File: src/rtl/pipe_skid_reg.sv
// -----------------------------------------------------------------------------
// pipe_skid_reg
//
// Generic pipeline stage register carrying an opaque WIDTH-bit payload between
// core stages over a valid/ready handshake. Provides a synchronous flush and a
// saturating counter of stalled output cycles.
//
// Build option (macro PIPE_SKID_EN):
//   defined   - two-entry skid build (main + skid register). in_ready comes
//               straight from a flop, so there is no combinational path from
//               out_ready to in_ready, and full throughput is kept.
//   undefined - single register (EMPTY/ONE only); in_ready is the
//               combinational term !out_valid || out_ready.
//
// Parameters:
//   WIDTH  payload width in bits (>= 1)
//   CNT_W  stall counter width in bits (>= 1)
//
// Ports:
//   clk        clock, all state changes on the rising edge
//   rst_n      asynchronous active-low reset
//   flush      synchronous flush, drops held and incoming beats
//   in_valid   upstream beat valid
//   in_ready   stage can accept a beat
//   in_data    upstream payload
//   out_valid  beat available downstream
//   out_ready  downstream accepts
//   out_data   downstream payload (always the main register)
//   clr_cnt    synchronous clear of stall_cnt
//   stall_cnt  saturating count of cycles with out_valid && !out_ready
// -----------------------------------------------------------------------------
module pipe_skid_reg #(
  parameter int WIDTH = 64,
  parameter int CNT_W = 16
) (
  input  logic             clk,
  input  logic             rst_n,
  input  logic             flush,
  input  logic             in_valid,
  output logic             in_ready,
  input  logic [WIDTH-1:0] in_data,
  output logic             out_valid,
  input  logic             out_ready,
  output logic [WIDTH-1:0] out_data,
  input  logic             clr_cnt,
  output logic [CNT_W-1:0] stall_cnt
);

  typedef enum logic [1:0] {
    EMPTY = 2'd0,
    ONE   = 2'd1,
    TWO   = 2'd2
  } state_t;

  localparam logic [CNT_W-1:0] CNT_MAX = '1;

  state_t           state_q;
  state_t           state_d;
  logic [WIDTH-1:0] main_q;
  logic             in_xfer;
  logic             out_xfer;
  logic             load_main;

`ifdef PIPE_SKID_EN
  logic [WIDTH-1:0] skid_q;
  logic             in_ready_q;
  logic             load_skid;
  logic             main_from_skid;
`endif

  assign in_xfer  = in_valid && in_ready;
  assign out_xfer = out_valid && out_ready;
  assign out_data = main_q;

`ifdef PIPE_SKID_EN
  assign in_ready = in_ready_q;
`else
  assign in_ready = !out_valid || out_ready;
`endif

  // State register; reset clears occupancy immediately so out_valid drops
  // without waiting for a clock edge.
  always_ff @(posedge clk or negedge rst_n) begin
    if (!rst_n) begin
      state_q <= EMPTY;
    end else begin
      state_q <= state_d;
    end
  end

  // Next-state logic; flush overrides every transition and empties the stage.
  always_comb begin
    state_d = state_q;
    if (flush) begin
      state_d = EMPTY;
    end else begin
      case (state_q)
        EMPTY: begin
          if (in_xfer) state_d = ONE;
        end
        ONE: begin
`ifdef PIPE_SKID_EN
          if (in_xfer && !out_xfer) begin
            state_d = TWO;
          end else if (!in_xfer && out_xfer) begin
            state_d = EMPTY;
          end
`else
          if (!in_xfer && out_xfer) state_d = EMPTY;
`endif
        end
        TWO: begin
          if (out_xfer) state_d = ONE;
        end
        default: state_d = EMPTY;
      endcase
    end
  end

  // Output decode: occupancy flag and register load strobes. A beat taken in
  // a flush cycle is never loaded.
  always_comb begin
    out_valid = (state_q != EMPTY);
    load_main = 1'b0;
`ifdef PIPE_SKID_EN
    load_skid      = 1'b0;
    main_from_skid = 1'b0;
`endif
    if (!flush) begin
      case (state_q)
        EMPTY: load_main = in_xfer;
        ONE: begin
          load_main = in_xfer && out_xfer;
`ifdef PIPE_SKID_EN
          load_skid = in_xfer && !out_xfer;
`endif
        end
`ifdef PIPE_SKID_EN
        TWO: main_from_skid = out_xfer;
`endif
        default: load_main = 1'b0;
      endcase
    end
  end

  // Payload registers; contents survive a flush, only occupancy is dropped.
  always_ff @(posedge clk or negedge rst_n) begin
    if (!rst_n) begin
      main_q <= '0;
    end else if (load_main) begin
      main_q <= in_data;
`ifdef PIPE_SKID_EN
    end else if (main_from_skid) begin
      main_q <= skid_q;
`endif
    end
  end

`ifdef PIPE_SKID_EN
  // Skid entry catches the one beat that slips in while backpressure is
  // still being registered.
  always_ff @(posedge clk or negedge rst_n) begin
    if (!rst_n) begin
      skid_q <= '0;
    end else if (load_skid) begin
      skid_q <= in_data;
    end
  end

  // Registered ready: low exactly while the stage will hold two beats.
  always_ff @(posedge clk or negedge rst_n) begin
    if (!rst_n) begin
      in_ready_q <= 1'b1;
    end else begin
      in_ready_q <= (state_d != TWO);
    end
  end
`endif

  // Stall counter; clear wins over increment, saturates instead of wrapping,
  // and is deliberately untouched by flush.
  always_ff @(posedge clk or negedge rst_n) begin
    if (!rst_n) begin
      stall_cnt <= '0;
    end else if (clr_cnt) begin
      stall_cnt <= '0;
    end else if (out_valid && !out_ready && (stall_cnt != CNT_MAX)) begin
      stall_cnt <= stall_cnt + CNT_W'(1);
    end
  end

endmodule

File: config.mk
export PLATFORM = sky130hd
export DESIGN_NAME = pipe_skid_reg
export DESIGN_NICKNAME = d
export VERILOG_FILES = /design/src/rtl/pipe_skid_reg.sv
export SDC_FILE = /design/constraint.sdc
export NUM_CORES = 1
export LEC_CHECK = 0
export ABC_AREA = 0
export BUFFER_PORTS_ARGS = -buffer_cell sky130_fd_sc_hd__buf_2
export CAP_MARGIN = 5
export CORE_MARGIN = 4
export CORE_UTILIZATION = 50
export DETAILED_ROUTE_END_ITERATION = 6
export GPL_ROUTABILITY_DRIVEN = 0
export PLACE_DENSITY = 0.85
export SLEW_MARGIN = 20
export SYNTH_ARGS = -nofsm -noshare
export SYNTH_HDL_FRONTEND = slang
export SYNTH_SLANG_ARGS = --single-unit
File: constraint.sdc
create_clock -name clk -period 3.23 [get_ports clk]
set_input_delay 0.323 -clock clk [delete_from_list [all_inputs] [get_ports clk]]
set_output_delay 0.323 -clock clk [all_outputs]
set_load 0.05 [all_outputs]
==> flow_summary_export.csv, run 1 <==
group,metric,value,unit
clock_tree,clk_path_buf_depth,2,
critical_path,path_max_fanout,7,
synthesis,synth_nets,307,
critical_path,end_kind,"flop",
power_and_ir_drop,ir_drop,431,µV
sta,tightestPinTransition,0.814,ns
sta,hold_violations,0,
power_and_ir_drop,finalPower,2760,µW
clock_tree,cts_buffers,9,
floorplanning,die_area,7950,µm²
synthesis,synth_area_per_cell,14.0,µm²
synthesis,synth_area,3290,µm²
clock_tree,clockRootBuffer,"clkbuf_8",
layout,drive_above_1_share,60.9,%
routing,drt-total-wl,7540,µm
sta,relSlewSlack,45.3,%
sta,rsz0062_at_grt,"no",
global_route,grt_use_met2,33.9,%
routing,vias,2550,
placed_design,port_buffers,151,
floorplanning,row_count,29,
routing,first_iter_violations,114,
worst_hold_path,min_path_type,"input port to flop",
sta,holdWs,0.158,ns
power_and_ir_drop,p_leak,0.00204,µW
power_and_ir_drop,power.density,638,nW/µm²
critical_path,startpoint_type,"flop",
layout,mostFrequentLayoutCells,"150 x buf_2, 81 x dfrtp_1, 65 x mux2_2",
floorplanning,core_area,6390,µm²
routing,drt.antenna.violating_nets,0,
layout,synthToLayoutAreaGrowth,31.5,%
sta,setup_violations,0,
sta,fin_crit,1.93,ns
synthesis,yosysSeqAreaShare,61.6,%
global_route,grt_start_max_net_pins,82,
global_route,antenna_found_initial,0,
sta,setup_ws,1.30,ns
sta,finalClockSkew,0.00496,ns
floorplanning,die_x,89.2,µm
sta,report.final.slew_viol_count,0,
critical_path,worstPathRequired,3.49,ns
floorplanning,ioPinCount,152,
synthesis,ys_seq_elements,81,
routing,avgViaCountPerCell,5.39,
critical_path,critPathKind,"flop to flop",
synthesis,postSynthCellCount,236,
critical_path,critPathArrivalTime,2.19,ns
global_route,first_global_vias,2750,
clock_tree,cts.sinks,81,
global_route,met3_usage,8.02,%
global_route,grt_use_total,20.0,%
synthesis,ys_warn_count,0,
clock_tree,h-tree-depth,3,
layout,nFillCells,461,
outcome,outcome,"complete, no violations",
placed_design,place_ws,1.33,ns
placed_design,dpl.hpwl,5400,µm
clock_tree,cts_setup_buffers,0,
routing,drtPass1Iterations,4,
clock_tree,cts_tree,"done",
routing,drc,0,
job,cap_violations,0,
sta,fin_setup_tns,0,ns
floorplanning,initial_core_util,51.6,%
clock_tree,path_clk_slew,0.08,ns
floorplanning,die_h,89.2,µm
global_route,grt_pass1_wl,12300,µm
sta,max_freq,519,MHz
layout,fin_nets,463,
synthesis,yosysUniqueCellTypes,27,
global_route,grt.busiest_layer,"met2",
routing,wl_per_cell,15.9,µm
global_route,grt_overflow,0,
sta,fin_crit_sh,59.6,%
clock_tree,clock_latency,0.34,ns
global_route,use_met1,22.8,%
layout,layout_commonest_cell,"buf_2",
layout,diodes,0,
-- flip-flops by register name, indices dropped and copies added (netlist names) --
name	cells
out_data	64
state_q	1
stall_cnt	16
-- repair_timing --
item	in CTS	in global routing
hold endpoints to repair	0	20
gates resized for setup	0	0
hold buffers	0	1
endpoints found under the setup margin	0	0
-- layout make-up --
type / count / area (µm²) / share of cell area (%)
Inverter: 3 / 11.3 / 0.260
Multi-Input combinational cell: 142 / 1210 / 28.0
Clock buffer: 10 / 138 / 3.18
Clock inverter: 5 / 32.5 / 0.751
Timing Repair Buffer: 155 / 811 / 18.7
Tap cell: 77 / 96.3 / 2.23
Sequential cell: 81 / 2030 / 46.8
-- through the flow --
step | cell area, µm² | util [%] | std cells
CTS | 4290 | 67.2 | 471
global route | 4330 | 67.8 | 473
detailed placement | 4120 | 64.5 | 456
finish | 4330 | 67.8 | 473
global placement | 4120 | 64.5 | 456
floorplan | 3290 | - | 236
-- cell families after synthesis --
logic type               Yosys count  synth area share, %
AO/OA/AOI/OAI                     30                 5.24
flip-flops                        81                 61.6
buffers and inverters             13                 1.75
multiplexers                      65                 22.2
adder cells (fa/ha/maj)            1                0.380
AND/OR/NAND/NOR                   46                 8.85
-- synth_stat cells --
| master | number | area (µm²) |
|---|---|---|
| nor2_1 | 6 | 22.5 |
| buf_1 | 1 | 3.75 |
| nand3_2 | 1 | 10.0 |
| or3_1 | 8 | 50.1 |
| nand4_1 | 5 | 31.3 |
| nor4_1 | 1 | 6.26 |
| nand2_1 | 6 | 22.5 |
| o21ai_0 | 6 | 30.0 |
| nand3_1 | 2 | 10.0 |
| or2_2 | 2 | 12.5 |
| nor2b_4 | 1 | 13.8 |
| a21oi_1 | 15 | 75.1 |
| mux2_2 | 65 | 732 |
| clkbuf_1 | 2 | 7.51 |
| nor3_1 | 1 | 5.00 |
| nor4b_1 | 1 | 8.76 |
| or4_1 | 7 | 52.6 |
| inv_1 | 3 | 11.3 |
| dfrtp_1 | 81 | 2030 |
| or3_4 | 1 | 11.3 |
| or4_4 | 1 | 11.3 |
| o31ai_1 | 9 | 67.6 |
| ha_1 | 1 | 12.5 |
| buf_2 | 7 | 35.0 |
| nand4b_1 | 1 | 8.76 |
| nor3b_1 | 1 | 7.51 |
| nand3b_1 | 1 | 7.51 |
-- path summary, 6_finish.rpt --
path	start	endpoint	slack, ns	cells past startpoint
worst max register to register	stall_cnt[2]$_DFFE_PN0P_	stall_cnt[12]$_DFFE_PN0P_	1.30	4
min in group asynchronous	rst_n	stall_cnt[4]$_DFFE_PN0P_	0.42	2
worst max-delay path	stall_cnt[2]$_DFFE_PN0P_	stall_cnt[12]$_DFFE_PN0P_	1.30	4
worst min register to register	out_data[10]$_DFFE_PN0P_	out_data[10]$_DFFE_PN0P_	0.50	1
max in group asynchronous	rst_n	state_q[0]$_DFFE_PN0P_	2.23	3
worst min-delay path	flush	state_q[0]$_DFFE_PN0P_	0.16	2
-- worst max-delay path, cell delays in order (launching register included) --
cell	delay, ns
dfrtp_1	0.48
nand4_1	0.27
or3_4	0.48
or4_1	0.48
a21oi_1	0.15
-- power by group --
part,total (µW),switching [µW],internal [µW]
registers,1220,68.1,1150
clock network,646,353,293
logic,895,651,244
-- routing by layer --
layer  part of all wire [%]  routed length (µm)  up-vias
met1                     38                2860     1237
met2                     50                3800      121
met5                      0                   0        -
li1                       -                   -     1177
met4                    1.8                 136        0
met3                    9.9                 743       15
No activity file was read; power rests on OpenSTA's default activity.
==> run 2, diff against run 1 <==
--- a/config.mk
+++ b/config.mk
@@ -5,14 +5,14 @@
 export SDC_FILE = /design/constraint.sdc
 export NUM_CORES = 1
 export LEC_CHECK = 0
-export ABC_AREA = 0
+export ABC_AREA = 1
 export BUFFER_PORTS_ARGS = -buffer_cell sky130_fd_sc_hd__buf_2
 export CAP_MARGIN = 5
 export CORE_MARGIN = 4
-export CORE_UTILIZATION = 50
+export CORE_UTILIZATION = 47
 export DETAILED_ROUTE_END_ITERATION = 6
 export GPL_ROUTABILITY_DRIVEN = 0
-export PLACE_DENSITY = 0.85
+export PLACE_DENSITY = 0.79
 export SLEW_MARGIN = 20
 export SYNTH_ARGS = -nofsm -noshare
 export SYNTH_HDL_FRONTEND = slang
==> constraint.sdc (replaced) <==
create_clock -name clk -period 2 [get_ports clk]
set_input_delay 0.2 -clock clk [delete_from_list [all_inputs] [get_ports clk]]
set_output_delay 0.2 -clock clk [all_outputs]
set_load 0.05 [all_outputs]
==> flow_summary_export.csv, run 2 <==
group,metric,value,unit
power_and_ir_drop,p_leak,0.00232,µW
layout,drive_above_1_share,40.0,%
sta,tightestPinTransition,0.454,ns
global_route,antenna_found_initial,0,
layout,mostFrequentLayoutCells,"150 x buf_2, 81 x dfrtp_1, 60 x mux2_1",
clock_tree,cts_tree,"done",
global_route,grt_use_total,18.3,%
global_route,grt_overflow,0,
synthesis,async_reset_ff_share,100,%
synthesis,yosysSeqAreaShare,58.3,%
clock_tree,post_cts_resized,0,
clock_tree,cts_buffers,9,
critical_path,critPathMaxStageDelay,0.39,ns
sta,setup_violations,0,
routing,wl_per_cell,14.2,µm
critical_path,worstPathRequired,2.27,ns
critical_path,crit_path_cell_trace,"ha_1, nand2_1, nor2_4, nand2_2, nor2_4, nor2_4, nor2_4, nand2_1, nand2_1",
floorplanning,core_area,7210,µm²
layout,layout_commonest_cell,"buf_2",
clock_tree,cts_hold_buf,1,
routing,drc,0,
power_and_ir_drop,finalPower,4550,µW
synthesis,synth_commonest_cells,"81 x dfrtp_1, 60 x mux2_1, 55 x nand2_1",
layout,fin_nets,526,
synthesis,ys_seq_elements,81,
synthesis,synth_area_leaders,"dfrtp_1 58%, mux2_1 19%, nand2_1 5.9%",
synthesis,ys_warn_count,0,
critical_path,critPathArrivalTime,1.99,ns
layout,nFillCells,599,
placed_design,dpl.hpwl,6230,µm
job,cap_violations,0,
critical_path,path_max_fanout,15,
synthesis,synth_top_area_share,58.3,%
synthesis,synth-edff-count,0,
routing,drtPass1Iterations,4,
routing,drt.antenna.violating_nets,0,
critical_path,cp_common_cell,"nor2_4",
synthesis,synth_area_per_cell,11.7,µm²
synthesis,synth-main-ff-cell,"dfrtp_1",
sta,fin_setup_tns,0,ns
layout,diodes,0,
clock_tree,clockRootBuffer,"clkbuf_8",
synthesis,postSynthCellCount,297,
synthesis,synth_nets,368,
sta,max_freq,583,MHz
routing,first_iter_violations,55,
floorplanning,initial_core_util,48.2,%
clock_tree,clk_path_buf_depth,2,
sta,hold_violations,0,
sta,relSlewSlack,69.6,%
placed_design,port_buffers,151,
layout,largest_reg_flops,64,
synthesis,yosysUniqueCellTypes,22,
clock_tree,path_clk_slew,0.08,ns
clock_tree,clock_latency,0.34,ns
critical_path,cp.buffers_inverters,0,
sta,finalClockSkew,0.00920,ns
sta,fin_crit,1.72,ns
floorplanning,die_h,94.0,µm
clock_tree,cts.sinks,81,
placed_design,place_ws,0.298,ns
power_and_ir_drop,power.density,996,nW/µm²
worst_hold_path,min_path_type,"input port to flop",
sta,report.final.slew_viol_count,0,
global_route,first_global_vias,2759,
sta,setup_ws,0.284,ns
critical_path,end_kind,"flop",
synthesis,yosysTopAreaCell,"dfrtp_1",
floorplanning,die_area,8840,µm²
critical_path,critPathKind,"flop to flop",
sta,fin_crit_sh,85.8,%
layout,final_util,63.4,%
floorplanning,row_count,31,
critical_path,startpoint_type,"flop",
floorplanning,die_x,94.0,µm
layout,synthToLayoutAreaGrowth,31.4,%
power_and_ir_drop,ir_drop,388,µV
critical_path,slowest_stage,"dfrtp_1",
routing,drt-total-wl,7960,µm
sta,rsz0062_at_grt,"no",
routing,vias,2733,
global_route,grt_start_max_net_pins,47,
floorplanning,ioPinCount,152,
outcome,outcome,"complete, no violations",
synthesis,synth.most_common_cell,"dfrtp_1",
clock_tree,h-tree-depth,3,
critical_path,crit_family,"simple AND/OR/NAND/NOR gates",
routing,avgViaCountPerCell,4.89,
synthesis,synth_area,3480,µm²
clock_tree,cts_setup_buffers,0,
global_route,grt_pass1_wl,12700,µm
## run 2: cell count changes after synthesis, sizes merged, moves of 8 or more
cell and change:
nor2 +16, a21oi -10, inv +17, nand2 +51
o31ai -9, or3 -9, or4 -8, nand3 +14
## run 2: through the flow
| stage | hold slack (ns) | instance area, µm² | cells |
|---|---|---|---|
| after floorplan | -0.0956 | 3480 | 297 |
| after global placement | 0.110 | 4360 | 542 |
| after detailed placement | 0.109 | 4360 | 542 |
| after CTS | 0.00947 | 4570 | 559 |
| after global routing | 0.00849 | 4570 | 559 |
| final | 0.0314 | 4570 | 559 |
## run 2: metal layers
layer  part of all wire (%)  vias to the layer above  global-route usage, %
met5                      0                        -                      0
met4                    1.5                        0                   7.46
met3                    8.4                       11                   4.25
met2                     49                      131                   31.7
met1                     41                     1284                   21.8
li1                       -                     1307                      -
## run 2: path summary, 6_finish.rpt
check,cells past startpoint,slack (ns),start,to
max reg2reg,9,0.28,stall_cnt[0]$_DFFE_PN0P_,stall_cnt[10]$_DFFE_PN0P_
max in group asynchronous,3,1.19,rst_n,out_data[57]$_DFFE_PN0P_
min reg2reg,1,0.49,out_data[62]$_DFFE_PN0P_,out_data[62]$_DFFE_PN0P_
min in group asynchronous,2,0.27,rst_n,out_data[9]$_DFFE_PN0P_
max,9,0.28,stall_cnt[0]$_DFFE_PN0P_,stall_cnt[10]$_DFFE_PN0P_
min,2,0.03,flush,state_q[0]$_DFFE_PN0P_
## run 2: report_power, final
part | switching [µW] | total [µW] | internal, µW
Sequential | 109 | 1970 | 1860
Combinational | 1090 | 1440 | 357
Clock | 575 | 1140 | 562
Total | 1770 | 4550 | 2780
## run 2: kinds of logic after synthesis
logic type / Yosys count / synth area share, %
muxes: 64 / 20.7
adders and majority gates: 1 / 0.360
AOI/OAI and AO/OA: 13 / 1.87
and+or+nand+nor: 107 / 14.2
DFF: 81 / 58.3
xor gates and xnor gates: 2 / 0.504
buffers and inverters: 29 / 4.03
## run 2: area by class of cell
class                           count  area (µm²)  area share, %
Clock buffer                       12         165           3.61
Inverter                           20        75.1           1.64
Tap cell                           99         124           2.71
Multi-Input combinational cell    187        1310           28.7
Clock inverter                      4        33.8          0.739
Sequential cell                    81        2030           44.3
Timing Repair Buffer              156         836           18.3
